$ cat src/rtl/fifo_pkg.sv
// Shared defaults and depth helper for the FIFO pointer/flag controller.
package fifo_pkg;

  localparam int DEF_ADDR_WIDTH = 4;
  localparam int DEF_AF_LEVEL   = 14;
  localparam int DEF_AE_LEVEL   = 2;

  function automatic int depth_of(input int addr_width);
    return 1 << addr_width;
  endfunction

endpackage

$ cat src/rtl/fifo_wrap_cnt.sv
// Wrapping address counter: advances on enable, synchronous clear, async reset.
module fifo_wrap_cnt
  import fifo_pkg::*;
#(
  parameter int ADDR_WIDTH = DEF_ADDR_WIDTH
) (
  input  logic                  clk,
  input  logic                  reset,
  input  logic                  en_i,
  input  logic                  clr_i,
  output logic [ADDR_WIDTH-1:0] cnt_o
);

  localparam logic [ADDR_WIDTH-1:0] LAST_C = ADDR_WIDTH'(depth_of(ADDR_WIDTH) - 1);
  localparam logic [ADDR_WIDTH-1:0] ONE_C  = ADDR_WIDTH'(1);

  logic [ADDR_WIDTH-1:0] cnt_q, cnt_d;

  always_comb begin
    cnt_d = cnt_q;
    if (clr_i) begin
      cnt_d = '0;
    end else if (en_i) begin
      cnt_d = (cnt_q == LAST_C) ? '0 : cnt_q + ONE_C;
    end
  end

  always_ff @(posedge clk or posedge reset) begin
    if (reset) begin
      cnt_q <= '0;
    end else begin
      cnt_q <= cnt_d;
    end
  end

  assign cnt_o = cnt_q;

endmodule

$ cat src/rtl/fifo_ptr_flags.sv
// FIFO pointer and status-flag controller for an external dual-port RAM.
module fifo_ptr_flags
  import fifo_pkg::*;
#(
  parameter int ADDR_WIDTH = DEF_ADDR_WIDTH,
  parameter int AF_LEVEL   = DEF_AF_LEVEL,
  parameter int AE_LEVEL   = DEF_AE_LEVEL
) (
  input  logic                  clk,
  input  logic                  reset,
  input  logic                  wr,
  input  logic                  rd,
  input  logic                  flush,
  output logic [ADDR_WIDTH-1:0] w_addr,
  output logic [ADDR_WIDTH-1:0] r_addr,
  output logic                  wr_ack,
  output logic                  rd_ack,
  output logic [ADDR_WIDTH:0]   count,
  output logic                  full,
  output logic                  empty,
  output logic                  almost_full,
  output logic                  almost_empty,
  output logic                  overflow,
  output logic                  underflow
);

  localparam int CW = ADDR_WIDTH + 1;
  localparam logic [CW-1:0] DEPTH_C = CW'(depth_of(ADDR_WIDTH));
  localparam logic [CW-1:0] AF_C    = CW'(AF_LEVEL);
  localparam logic [CW-1:0] AE_C    = CW'(AE_LEVEL);
  localparam logic [CW-1:0] ONE_C   = CW'(1);

  logic [CW-1:0] count_q, count_d;
  logic          full_q, full_d, empty_q, empty_d;
  logic          af_q, af_d, ae_q, ae_d;
  logic          ovf_q, ovf_d, udf_q, udf_d;

  // Acks are gated by reset so the RAM never sees a write strobe while held in reset.
  assign rd_ack = rd & ~empty_q & ~flush & ~reset;
  assign wr_ack = wr & ~flush & (~full_q | rd) & ~reset;

  always_comb begin
    count_d = count_q;
    if (flush) begin
      count_d = '0;
    end else if (wr_ack && !rd_ack) begin
      count_d = count_q + ONE_C;
    end else if (rd_ack && !wr_ack) begin
      count_d = count_q - ONE_C;
    end
    full_d  = (count_d == DEPTH_C);
    empty_d = (count_d == '0);
    af_d    = (count_d >= AF_C);
    ae_d    = (count_d <= AE_C);
    ovf_d   = wr & ~wr_ack & ~flush;
    udf_d   = rd & ~rd_ack & ~flush;
  end

  always_ff @(posedge clk or posedge reset) begin
    if (reset) begin
      count_q <= '0;
      full_q  <= 1'b0;
      empty_q <= 1'b1;
      af_q    <= 1'b0;
      ae_q    <= 1'b1;
      ovf_q   <= 1'b0;
      udf_q   <= 1'b0;
    end else begin
      count_q <= count_d;
      full_q  <= full_d;
      empty_q <= empty_d;
      af_q    <= af_d;
      ae_q    <= ae_d;
      ovf_q   <= ovf_d;
      udf_q   <= udf_d;
    end
  end

  fifo_wrap_cnt #(.ADDR_WIDTH(ADDR_WIDTH)) u_wptr (
    .clk   (clk),
    .reset (reset),
    .en_i  (wr_ack),
    .clr_i (flush),
    .cnt_o (w_addr)
  );

  fifo_wrap_cnt #(.ADDR_WIDTH(ADDR_WIDTH)) u_rptr (
    .clk   (clk),
    .reset (reset),
    .en_i  (rd_ack),
    .clr_i (flush),
    .cnt_o (r_addr)
  );

  assign count        = count_q;
  assign full         = full_q;
  assign empty        = empty_q;
  assign almost_full  = af_q;
  assign almost_empty = ae_q;
  assign overflow     = ovf_q;
  assign underflow    = udf_q;

endmodule
$ cat config.mk
export PLATFORM = sky130hd
export DESIGN_NAME = fifo_ptr_flags
export DESIGN_NICKNAME = d
export VERILOG_FILES = /design/src/rtl/fifo_pkg.sv /design/src/rtl/fifo_wrap_cnt.sv /design/src/rtl/fifo_ptr_flags.sv
export SDC_FILE = /design/constraint.sdc
export NUM_CORES = 1
export LEC_CHECK = 0
export ABC_AREA = 0
export CAP_MARGIN = 20
export CORE_MARGIN = 3
export CORE_UTILIZATION = 43
export CTS_BUF_LIST = sky130_fd_sc_hd__clkbuf_16
export DETAILED_ROUTE_END_ITERATION = 12
export PLACE_DENSITY = 0.83
export SETUP_SLACK_MARGIN = 0.5
export SLEW_MARGIN = 20
export SYNTH_ARGS = -nofsm -noshare
export SYNTH_HDL_FRONTEND = slang
export SYNTH_SLANG_ARGS = --single-unit
$ cat constraint.sdc
create_clock -name clk -period 1.8 [get_ports clk]
set_input_delay 0.18 -clock clk [delete_from_list [all_inputs] [get_ports clk]]
set_output_delay 0.18 -clock clk [all_outputs]
set_load 0.01 [all_outputs]
== After elaboration in Yosys (flattened, before gate mapping) ==
Index checks and enable logic that the tools add are counted.

* Register bits after elaboration: 19
* Input port bits: 5
* Logic and storage cells: 51

* Multiplexer cells: 9
* $lt $le $gt $ge: 2
* Reduce and logical (&&, ||, !) cells: 7
* Eq/ne operators: 3
* Bitwise operators: 17
* Add/sub/neg operators: 4

{| class="wikitable"
|+ Operator list
! cell !! count
|-
| 2-to-1 mux 4 bit || 6
|-
| 2-to-1 mux 5 bit || 3
|-
| bitwise AND 1 bit || 10
|-
| adder 4 x 1 -> 4 bit (second input constant) || 2
|-
| == test 4 bit (second input constant) || 2
|-
| inverter 1 bit || 6
|-
| adder 5 x 1 -> 5 bit (second input constant) || 1
|-
| == test 5 bit (second input constant) || 1
|-
| greater-or-equal comparator 5 x 4 -> 1 bit (second input constant) || 1
|-
| <= comparator 5 x 2 -> 1 bit (second input constant) || 1
|-
| logical NOT 5 bit || 1
|-
| subtractor 5 x 1 -> 5 bit (second input constant) || 1
|-
| nonzero test 2 bit || 2
|-
| logical AND 1 bit || 2
|-
| logical NOT 1 bit || 2
|-
| OR 1 bit || 1
|}

== Depth between registers and ports, before layout ==
Gate-level depths: netlist (run 1).

* Depth after elaboration: 10
* Depth in mapped cells: 7
* Depth with buffers taken out: 7

== Hierarchy ==
Synthesis (run 1) repeated with hierarchy kept, for this count alone.

* Cell total of the unflattened synthesis: 112
* Area, all modules: 1102.3 um^2

{| class="wikitable"
|+ By module, submodules not included
! module !! cells each !! area each (um^2) !! sequential area each (um^2) !! instances
|-
| fifo_ptr_flags || 70 || 699.4 || 277.8 || 1
|-
| fifo_wrap_cnt || 21 || 201.4 || 100.1 || 2
|}

== Worst setup path before layout (run 1) ==
No wires, ideal clock.

* Path kind: reg2reg
* From: register count_q[0], in the netlist count[0]
* To: register full_q, in the netlist full
* Period minus slack after synthesis: 1905 ps
* Arrival time: 1817 ps
* Stages on the path, launching flop included: 7
* Buffers on the path: 0
* Required time: 1712 ps
* Setup slack: -105 ps
* Setup time: 88 ps
* Cell sequence: dfrtp_1 ha_1 nand4bb_1 or4_1 a21o_1 a21oi_1 nor3b_1

* Word-level cells in the longest chain between the ends: 5
* Elaborated cells between the ends (all ways): 6
* Classes of those cells: add/sub: 2; eq/ne: 1; mux: 3

{| class="wikitable"
|+ RTL lines
! item !! line !! text
|-
| start, declared || fifo_ptr_flags.sv:33 || <nowiki>logic [CW-1:0] count_q, count_d;</nowiki>
|-
| start signal, assigned || fifo_ptr_flags.sv:69 || <nowiki>count_q <= count_d;</nowiki>
|-
| subtractor 5 x 1 -> 5 bit || fifo_ptr_flags.sv:49 || <nowiki>count_d = count_q - ONE_C;</nowiki>
|-
| 2-to-1 mux 5 bit || fifo_ptr_flags.sv:48 || <nowiki>end else if (rd_ack && !wr_ack) begin</nowiki>
|-
| 2-to-1 mux 5 bit * || fifo_ptr_flags.sv:46 || <nowiki>end else if (wr_ack && !rd_ack) begin</nowiki>
|-
| 2-to-1 mux 5 bit * || fifo_ptr_flags.sv:44 || <nowiki>if (flush) begin</nowiki>
|-
| net count_d[4] || fifo_ptr_flags.sv:33 ||
|-
| == test 5 bit * || fifo_ptr_flags.sv:51 || <nowiki>full_d = (count_d == DEPTH_C);</nowiki>
|-
| net full_d || fifo_ptr_flags.sv:34 || <nowiki>logic full_q, full_d, empty_q, empty_d;</nowiki>
|-
| end signal, assigned || fifo_ptr_flags.sv:70 || <nowiki>full_q <= full_d;</nowiki>
|-
| end, declared || fifo_ptr_flags.sv:34 ||
|}

The timed path passes the listed nets; every way through them passes the cells marked *.
A chain may end at the register's enable or synchronous reset.

== Worst setup path after layout (run 1) ==
* From: register count_q[0], in the netlist count[0]
* To: register af_q, in the netlist almost_full

* Word-level cells in the longest chain between the ends: 5
* Elaborated cells between the ends (all ways): 6
* Classes of those cells: add/sub: 2; order compare: 1; mux: 3

{| class="wikitable"
|+ RTL lines
! item !! line !! text
|-
| subtractor 5 x 1 -> 5 bit || fifo_ptr_flags.sv:49 ||
|-
| 2-to-1 mux 5 bit || fifo_ptr_flags.sv:48 ||
|-
| 2-to-1 mux 5 bit * || fifo_ptr_flags.sv:46 ||
|-
| 2-to-1 mux 5 bit * || fifo_ptr_flags.sv:44 ||
|-
| net count_d[4] || fifo_ptr_flags.sv:33 ||
|-
| greater-or-equal comparator 5 x 4 -> 1 bit * || fifo_ptr_flags.sv:53 || <nowiki>af_d = (count_d >= AF_C);</nowiki>
|-
| net af_d || fifo_ptr_flags.sv:35 || <nowiki>logic af_q, af_d, ae_q, ae_d;</nowiki>
|-
| end signal, assigned || fifo_ptr_flags.sv:64 || <nowiki>af_q <= 1'b0;</nowiki>
|-
| end signal, assigned || fifo_ptr_flags.sv:72 || <nowiki>af_q <= af_d;</nowiki>
|-
| end, declared || fifo_ptr_flags.sv:35 ||
|}

Marked as above.

==> results.sh, run 1 <==
export IMPL_viasPerCell=6.185
export IMPL_min_period_ps=1932
export IMPL_drive_above_1_share=0.5904
export IMPL_unrepaired_setup_endpoints_after_global_routing="true"
export IMPL_synth_top_area_frac=0.3940
export IMPL_numPortBuffers=25
export IMPL_timing_critical_path_slowest_stage_cell="sky130_fd_sc_hd__or4_4"
export IMPL_yosys_warnings=0
export IMPL_synth_ff_latch_count=19
export IMPL_finish_stage_setup_viols=9
export IMPL_synth_async_sr_flop_share=1.000
export IMPL_final_cell_count_no_fill=216
export IMPL_grt_max_degree=20
export IMPL_worst_setup_hold_path_clk_slew_ps=60
export IMPL_detailedPlacementHpwl_microns=2098
export IMPL_post_synth_inst_count=111
export IMPL_timing_slew_headroom=0.7130
export IMPL_drtAntennaViolNets=0
export IMPL_drv_max_cap_violation_count=0
export IMPL_synth_sequential_area_ratio=0.4426
export IMPL_power_leakage_nw=1.044
export IMPL_length_of_the_first_detailed_routing_pass_in_iterations=4
export IMPL_synth_enable_flop_cells=0
export IMPL_numClockSinks=19
export IMPL_ir_worst_vdd_v=0.0007863
export IMPL_layout_setup_ws_ps=-131.6
export IMPL_area_growth_syn_to_layout_pct=93.51
export IMPL_htree_levels=1
export IMPL_groute_usage_overall=0.2551
export IMPL_route_vias_total=1336
export IMPL_floorplan_die_area_sq_mm=0.003148
export IMPL_initial_core_util=0.4700
export IMPL_die_w_microns=56.11
export IMPL_power_density_mw_per_mm2=585.9
export IMPL_highest_fanout_seen_on_the_critical_path=4
export IMPL_chipHeight_microns=56.11
export IMPL_numCtsBuffers=3
export IMPL_timing_setup_critical_path_class="reg2reg"
export IMPL_fmax_mhz=517.7
export IMPL_ys_top_cells_by_count="sky130_fd_sc_hd__dfrtp_1 (17), sky130_fd_sc_hd__nand2_1 (12), sky130_fd_sc_hd__nor2_1 (10)"
export IMPL_cp_slowest_stage_delay_ps=470
export IMPL_setup_worst_path_end_class="flip-flop"
export IMPL_layout_nets=198
export IMPL_timing_clock_skew_ps=5.805
export IMPL_yosysMostFrequentCell="sky130_fd_sc_hd__dfrtp_1"
export IMPL_drv_slew=0
export IMPL_hold_class="in2async"
export IMPL_worstSkewPairLatency_ps=250
export IMPL_io_pins=26
export IMPL_fin_tns_setup_ps=-616.0
export IMPL_place_detailed_instances=182
export IMPL_finalHoldViolations=0
export IMPL_arrival_ps=2120
export IMPL_clk_path_buf_depth=2
export IMPL_required_ps=1990
export IMPL_route_final_wire_length_microns=4682
export IMPL_grt_first_pass_wirelength_microns=6251
export IMPL_postSynthNetCount=120
export IMPL_drt_iter0_markers=36
export IMPL_post_route_period_util=1.073
export IMPL_floorplan_rows=17
export IMPL_coreArea_sq_mm=0.002297
export IMPL_critical_path_cell_chain="ha_4 -> nand4bb_1 -> or4_4 -> a21o_1 -> a21oi_2 -> buf_4 -> a31o_1"
export IMPL_route_detailed_drc=0
export IMPL_synth_area_leaders="sky130_fd_sc_hd__dfrtp_1 (39%), sky130_fd_sc_hd__dfstp_2 (4.9%), sky130_fd_sc_hd__ha_1 (4.6%), sky130_fd_sc_hd__nand2_1 (4.2%), sky130_fd_sc_hd__nor2_1 (3.5%)"
export IMPL_tritoncts="built"
export IMPL_synth_ff_type="sky130_fd_sc_hd__dfrtp_1"
export IMPL_first_global_vias=1262
export IMPL_routabilityCongestion=0.8266
export IMPL_kind_of_launch_point_of_the_worst_setup_path="flip-flop"
export IMPL_cts_root_buffer="sky130_fd_sc_hd__clkbuf_16"
export IMPL_violations="negative setup slack"
export IMPL_synthesis_area_per_instance_sq_um=9.728
export IMPL_synth_cell_types=46
export IMPL_count_of_hold_buffers_inserted_by_post_cts_repair=0
export IMPL_antenna_found_initial=0
export IMPL_timing_worst_slew_pin_value_ps=426.9
export IMPL_synth_cell_area_sq_mm=0.001080
export IMPL_run_status="finished with violations"
export IMPL_synthDominantAreaCellType="sky130_fd_sc_hd__dfrtp_1"
export IMPL_route_detailed_wl_per_inst_microns=21.68
export IMPL_congestion_overflow_gr=0
export IMPL_antenna_cells=0
[where the power goes]
part / internal [W] / total (W) / leakage, nW / switching, W
Sequential: 0.000450 / 0.000471 / 0.246 / 0.0000202
Combinational: 0.000138 / 0.000285 / 0.757 / 0.000147
Clock: 0.000298 / 0.000469 / 0.0409 / 0.000170
Total: 0.000887 / 0.00122 / 1.04 / 0.000338
[cells by family (layout without fill, tap and decap cells)]
family                     Yosys count  after routing  share of synthesized area
buffers and inverters                9             86                    0.04171
xor gates and xnor gates             3              3                    0.02434
AOI/OAI and AO/OA                   26             26                     0.1877
DFF                                 19             19                     0.4426
and+or+nand+nor                     50             50                     0.2572
adders and majority gates            4              4                    0.04635
[flip-flops by register name (all words and copies together) (netlist names)]
name,count
underflow,1
u_rptr.cnt_o,4
count,5
u_wptr.cnt_o,4
almost_full,1
empty,1
overflow,1
almost_empty,1
full,1
[worst max-delay path, delay by kind of cell (launching register included)]
kind	cells	cell delay [ps]
AO/OA/AOI/OAI	3	510
adder cells (fa/ha/maj)	1	150
buffers and inverters	1	140
flip-flops	1	420
AND/OR/NAND/NOR	2	640
[cell type report]
| class | instances | area [sq um] |
|---|---|---|
| fill | 88 | 207.7 |
| clock buffer | 3 | 75.07 |
| sequential | 19 | 484.2 |
| multi-input combinational | 83 | 775.7 |
| timing repair buffer | 76 | 689.4 |
| clock inverter | 1 | 5.005 |
| inverter | 6 | 25.02 |
| tap | 28 | 35.03 |
[cells in the final DEF, fill, tap and decap left out, drive strengths merged, types with 2 or more instances in the layout]
master / instances
clkdlybuf4s50: 2
ha: 4
nor4: 2
dlymetal6s2s: 4
and3: 2
or4: 2
a21o: 2
nand3: 6
dlygate4sd2: 11
a21oi: 3
a31o: 2
nand4: 2
inv: 6
xor2: 2
o211ai: 2
clkbuf: 7
nor3: 2
buf: 55
a311oi: 2
nand2b: 2
nand2: 12
dfrtp: 17
dfstp: 2
nor2: 10
nor2b: 3
o21ai: 5
and2: 2
[per-stage QoR]
stage	hold WS, ps	area (sq um)	total power (W)	setup slack, ps	util
2_1_floorplan	138.0	1134	0.0005717	99.94	-
3_3_place_gp	492.7	1549	0.0006648	-325.6	0.6743
3_5_place_dp	495.1	1549	0.0006702	-395.7	0.6743
4_1_cts	149.0	1872	0.001167	-28.63	0.8148
5_1_grt	76.97	2090	0.001261	-202.4	0.9096
6_report	44.61	2090	0.001224	-131.6	0.9096
[per-layer routing]
| metal | wire, microns | track usage | part of all wire | up-vias |
|---|---|---|---|---|
| met2 | 2357 | 0.4124 | 0.50 | 87 |
| met5 | 0 | 0 | 0 | - |
| met1 | 1802 | 0.3232 | 0.38 | 661 |
| li1 | - | - | - | 561 |
| met4 | 210 | 0.1220 | 0.045 | 0 |
| met3 | 313 | 0.05104 | 0.067 | 27 |
[what timing repair did]
item                                    CTS  global route
setup buffers                            14            16
pin swaps                                12             9
endpoints found under the setup margin   37            29
resized for setup                        69            37
[worst paths after layout]
kind	start	end	slack (ps)	cells after the start
min reg2reg	u_rptr.cnt_o[3]	u_rptr.cnt_o[3]	550	1
min in group clk	flush	count[3]	310	3
max	count[0]	almost_full	-130	7
min	reset	almost_full	40	3
max in group asynchronous	reset	empty	1490	3
max reg2reg	count[0]	almost_full	-130	7
Note: power is estimated with default switching activity, not from simulation.
==> inputs of run 2 (changes only) <==
--- a/config.mk
+++ b/config.mk
@@ -8,10 +8,10 @@
 export ABC_AREA = 0
 export CAP_MARGIN = 20
 export CORE_MARGIN = 3
-export CORE_UTILIZATION = 43
+export CORE_UTILIZATION = 40
 export CTS_BUF_LIST = sky130_fd_sc_hd__clkbuf_16
 export DETAILED_ROUTE_END_ITERATION = 12
-export PLACE_DENSITY = 0.83
+export PLACE_DENSITY = 0.78
 export SETUP_SLACK_MARGIN = 0.5
 export SLEW_MARGIN = 20
 export SYNTH_ARGS = -nofsm -noshare
==> run 2 against run 1 <==
Effect of this change:
- the flow still finishes with violations (negative setup slack)
- clock power is essentially flat
- clock skew shrank 4.4 ps
- worst setup slack gained 87 ps
- die area grew 6.7%
- first-iteration DRC count grew 140%
- global-route usage shrank 2.3 points
- critical path type unchanged
- largest cell class unchanged
==> results.sh, run 2 (synthesized netlist as in run 1, its figures left out) <==
export IMPL_drt_iter0_markers=85
export IMPL_reg2regPathDepth=5
export IMPL_cp_startpoint="empty"
export IMPL_largest_register_ff_count=5
export IMPL_cell_family_with_the_largest_share_of_critical_path_delay="simple AND/OR/NAND/NOR gates"
export IMPL_r2r_start="empty"
export IMPL_cp_num_buf_inv=0
export IMPL_violations="negative setup slack"
export IMPL_power_leakage_nw=0.9769
export IMPL_top_library_cells_by_usage_in_the_layout_fill_and_taps_aside="sky130_fd_sc_hd__buf_4 (24), sky130_fd_sc_hd__buf_6 (20), sky130_fd_sc_hd__dlygate4sd2_1 (14)"
export IMPL_worst_r2r_endpoint="full"
export IMPL_cts_root_buffer="sky130_fd_sc_hd__clkbuf_16"
export IMPL_route_vias_total=1179
export IMPL_setup_slack_reg_to_reg_ps=-40
export IMPL_timing_clock_skew_ps=1.426
export IMPL_floorplan_rows=18
export IMPL_layout_cells_most_common="sky130_fd_sc_hd__buf_4"
export IMPL_coreArea_sq_mm=0.002522
export IMPL_worstSkewPairLatency_ps=260
export IMPL_grt_max_degree=20
export IMPL_kind_of_launch_point_of_the_worst_setup_path="flip-flop"
export IMPL_cp_slowest_stage_delay_ps=570
export IMPL_length_of_the_first_detailed_routing_pass_in_iterations=4
export IMPL_highest_fanout_seen_on_the_critical_path=3
export IMPL_setup_worst_path_end_class="flip-flop"
export IMPL_congestion_overflow_gr=0
export IMPL_detailedPlacementHpwl_microns=2235
export IMPL_run_status="finished with violations"
export IMPL_antenna_found_initial=0
export IMPL_unrepaired_setup_endpoints_after_global_routing="true"
export IMPL_route_detailed_wl_per_inst_microns=19.97
export IMPL_fmax_mhz=542.1
export IMPL_first_global_vias=1259
export IMPL_finish_stage_setup_viols=4
export IMPL_io_pins=26
export IMPL_drive_above_1_share=0.5618
export IMPL_placed_area_sq_mm=0.001544
export IMPL_post_route_period_util=1.025
export IMPL_timing_critical_path_slowest_stage_cell="sky130_fd_sc_hd__dfstp_2"
export IMPL_timing_setup_critical_path_class="reg2reg"
export IMPL_hold_class="in2async"
export IMPL_tritoncts="built"
export IMPL_die_w_microns=57.96
export IMPL_fin_area_sq_mm=0.002023
export IMPL_timing_slew_headroom=0.8061
export IMPL_route_detailed_drc=0
export IMPL_antenna_cells=0
export IMPL_initial_core_util=0.4281
export IMPL_drv_slew=0
export IMPL_worst_setup_hold_path_clk_slew_ps=60
export IMPL_crit_end="full"
export IMPL_drv_max_cap_violation_count=0
export IMPL_numCtsBuffers=3
export IMPL_layout_setup_ws_ps=-44.53
export IMPL_viasPerCell=5.668
export IMPL_chipHeight_microns=57.96
export IMPL_fin_tns_setup_ps=-131.7
export IMPL_count_of_hold_buffers_inserted_by_post_cts_repair=0
export IMPL_ir_worst_vdd_v=0.0005710
export IMPL_timing_worst_slew_pin_value_ps=289.3
export IMPL_power_density_mw_per_mm2=603.1
export IMPL_drtAntennaViolNets=0
export IMPL_arrival_ps=2020
export IMPL_crit_cells=5
export IMPL_finalHoldViolations=0
export IMPL_clk_path_buf_depth=2
export IMPL_required_ps=1980
export IMPL_numPortBuffers=25
export IMPL_grt_first_pass_wirelength_microns=5865
export IMPL_post_place_ws_ps=-426.4
export IMPL_area_growth_syn_to_layout_pct=87.37
export IMPL_floorplan_die_area_sq_mm=0.003359
export IMPL_min_period_ps=1845
export IMPL_layout_nets=188
export IMPL_routabilityCongestion=0.8398
export IMPL_htree_levels=1
export IMPL_numClockSinks=19
export IMPL_groute_usage_overall=0.2323
export IMPL_critical_path_cell_chain="nor2b_4 -> or4_4 -> a21o_1 -> a21oi_2 -> nor3b_2"
export IMPL_whs_ps=21.65
export IMPL_route_final_wire_length_microns=4154
## run 2: cell count changes in the layout (fill, tap and decap cells not counted), sizes merged, moves of 2 or more
cell,delta
clkdlybuf4s15,+3
clkbuf,-4
dlygate4sd2,+3
buf,-9
dlymetal6s2s,-2
## run 2: final cells by class
type | instances | area (sq um)
repair buffers | 66 | 604.3
multi-input cells | 83 | 789.5
clock inverters | 1 | 3.754
inverters | 6 | 30.03
well taps | 30 | 37.54
fillers | 155 | 499.2
flip-flops and latches | 19 | 483.0
clock buffers | 3 | 75.07
## run 2: power by group
group / switching [W] / internal, W
combinational: 0.000142 / 0.000142
clock: 0.000170 / 0.000296
sequential: 0.0000193 / 0.000451
total: 0.000332 / 0.000889
## run 2: layer usage
layer | up-vias | part of all wire | GRT usage
li1 | 542 | - | -
met1 | 588 | 0.41 | 0.2662
met2 | 36 | 0.52 | 0.4081
met3 | 13 | 0.039 | 0.04454
met4 | 0 | 0.030 | 0.1192
met5 | - | 0 | 0
## run 2: worst reg2reg max path: stages, from the launching register on
cell	delay [ps]
sky130_fd_sc_hd__dfstp_2	570
sky130_fd_sc_hd__nor2b_4	60
sky130_fd_sc_hd__or4_4	520
sky130_fd_sc_hd__a21o_1	230
sky130_fd_sc_hd__a21oi_2	200
sky130_fd_sc_hd__nor3b_2	200
## run 2: through the flow
stage,instances,power (W),utilization
6_report,208,0.001220,0.8021
5_1_grt,208,0.001260,0.8021
4_1_cts,203,0.001163,0.7391
3_5_place_dp,183,0.0006713,0.6121
3_3_place_gp,183,0.0006644,0.6121
2_1_floorplan,111,0.0005717,-
## run 2: what timing repair did
item,CTS,global route
setup endpoints to repair,38,27
pin swaps,14,8
cloned,0,0
gates resized for setup,81,28
buffers inserted,16,5
## run 2: worst min-delay path by stage
stage	startpoint	cells past startpoint	end	slack, ps
after floorplan	reset	1	almost_full	140
after global placement	u_rptr.cnt_o[3]	1	u_rptr.cnt_o[3]	490
after detailed placement	u_rptr.cnt_o[3]	1	u_rptr.cnt_o[3]	500
after CTS	reset	3	overflow	20
after global routing	reset	3	u_rptr.cnt_o[3]	50
final	reset	3	u_rptr.cnt_o[1]	20
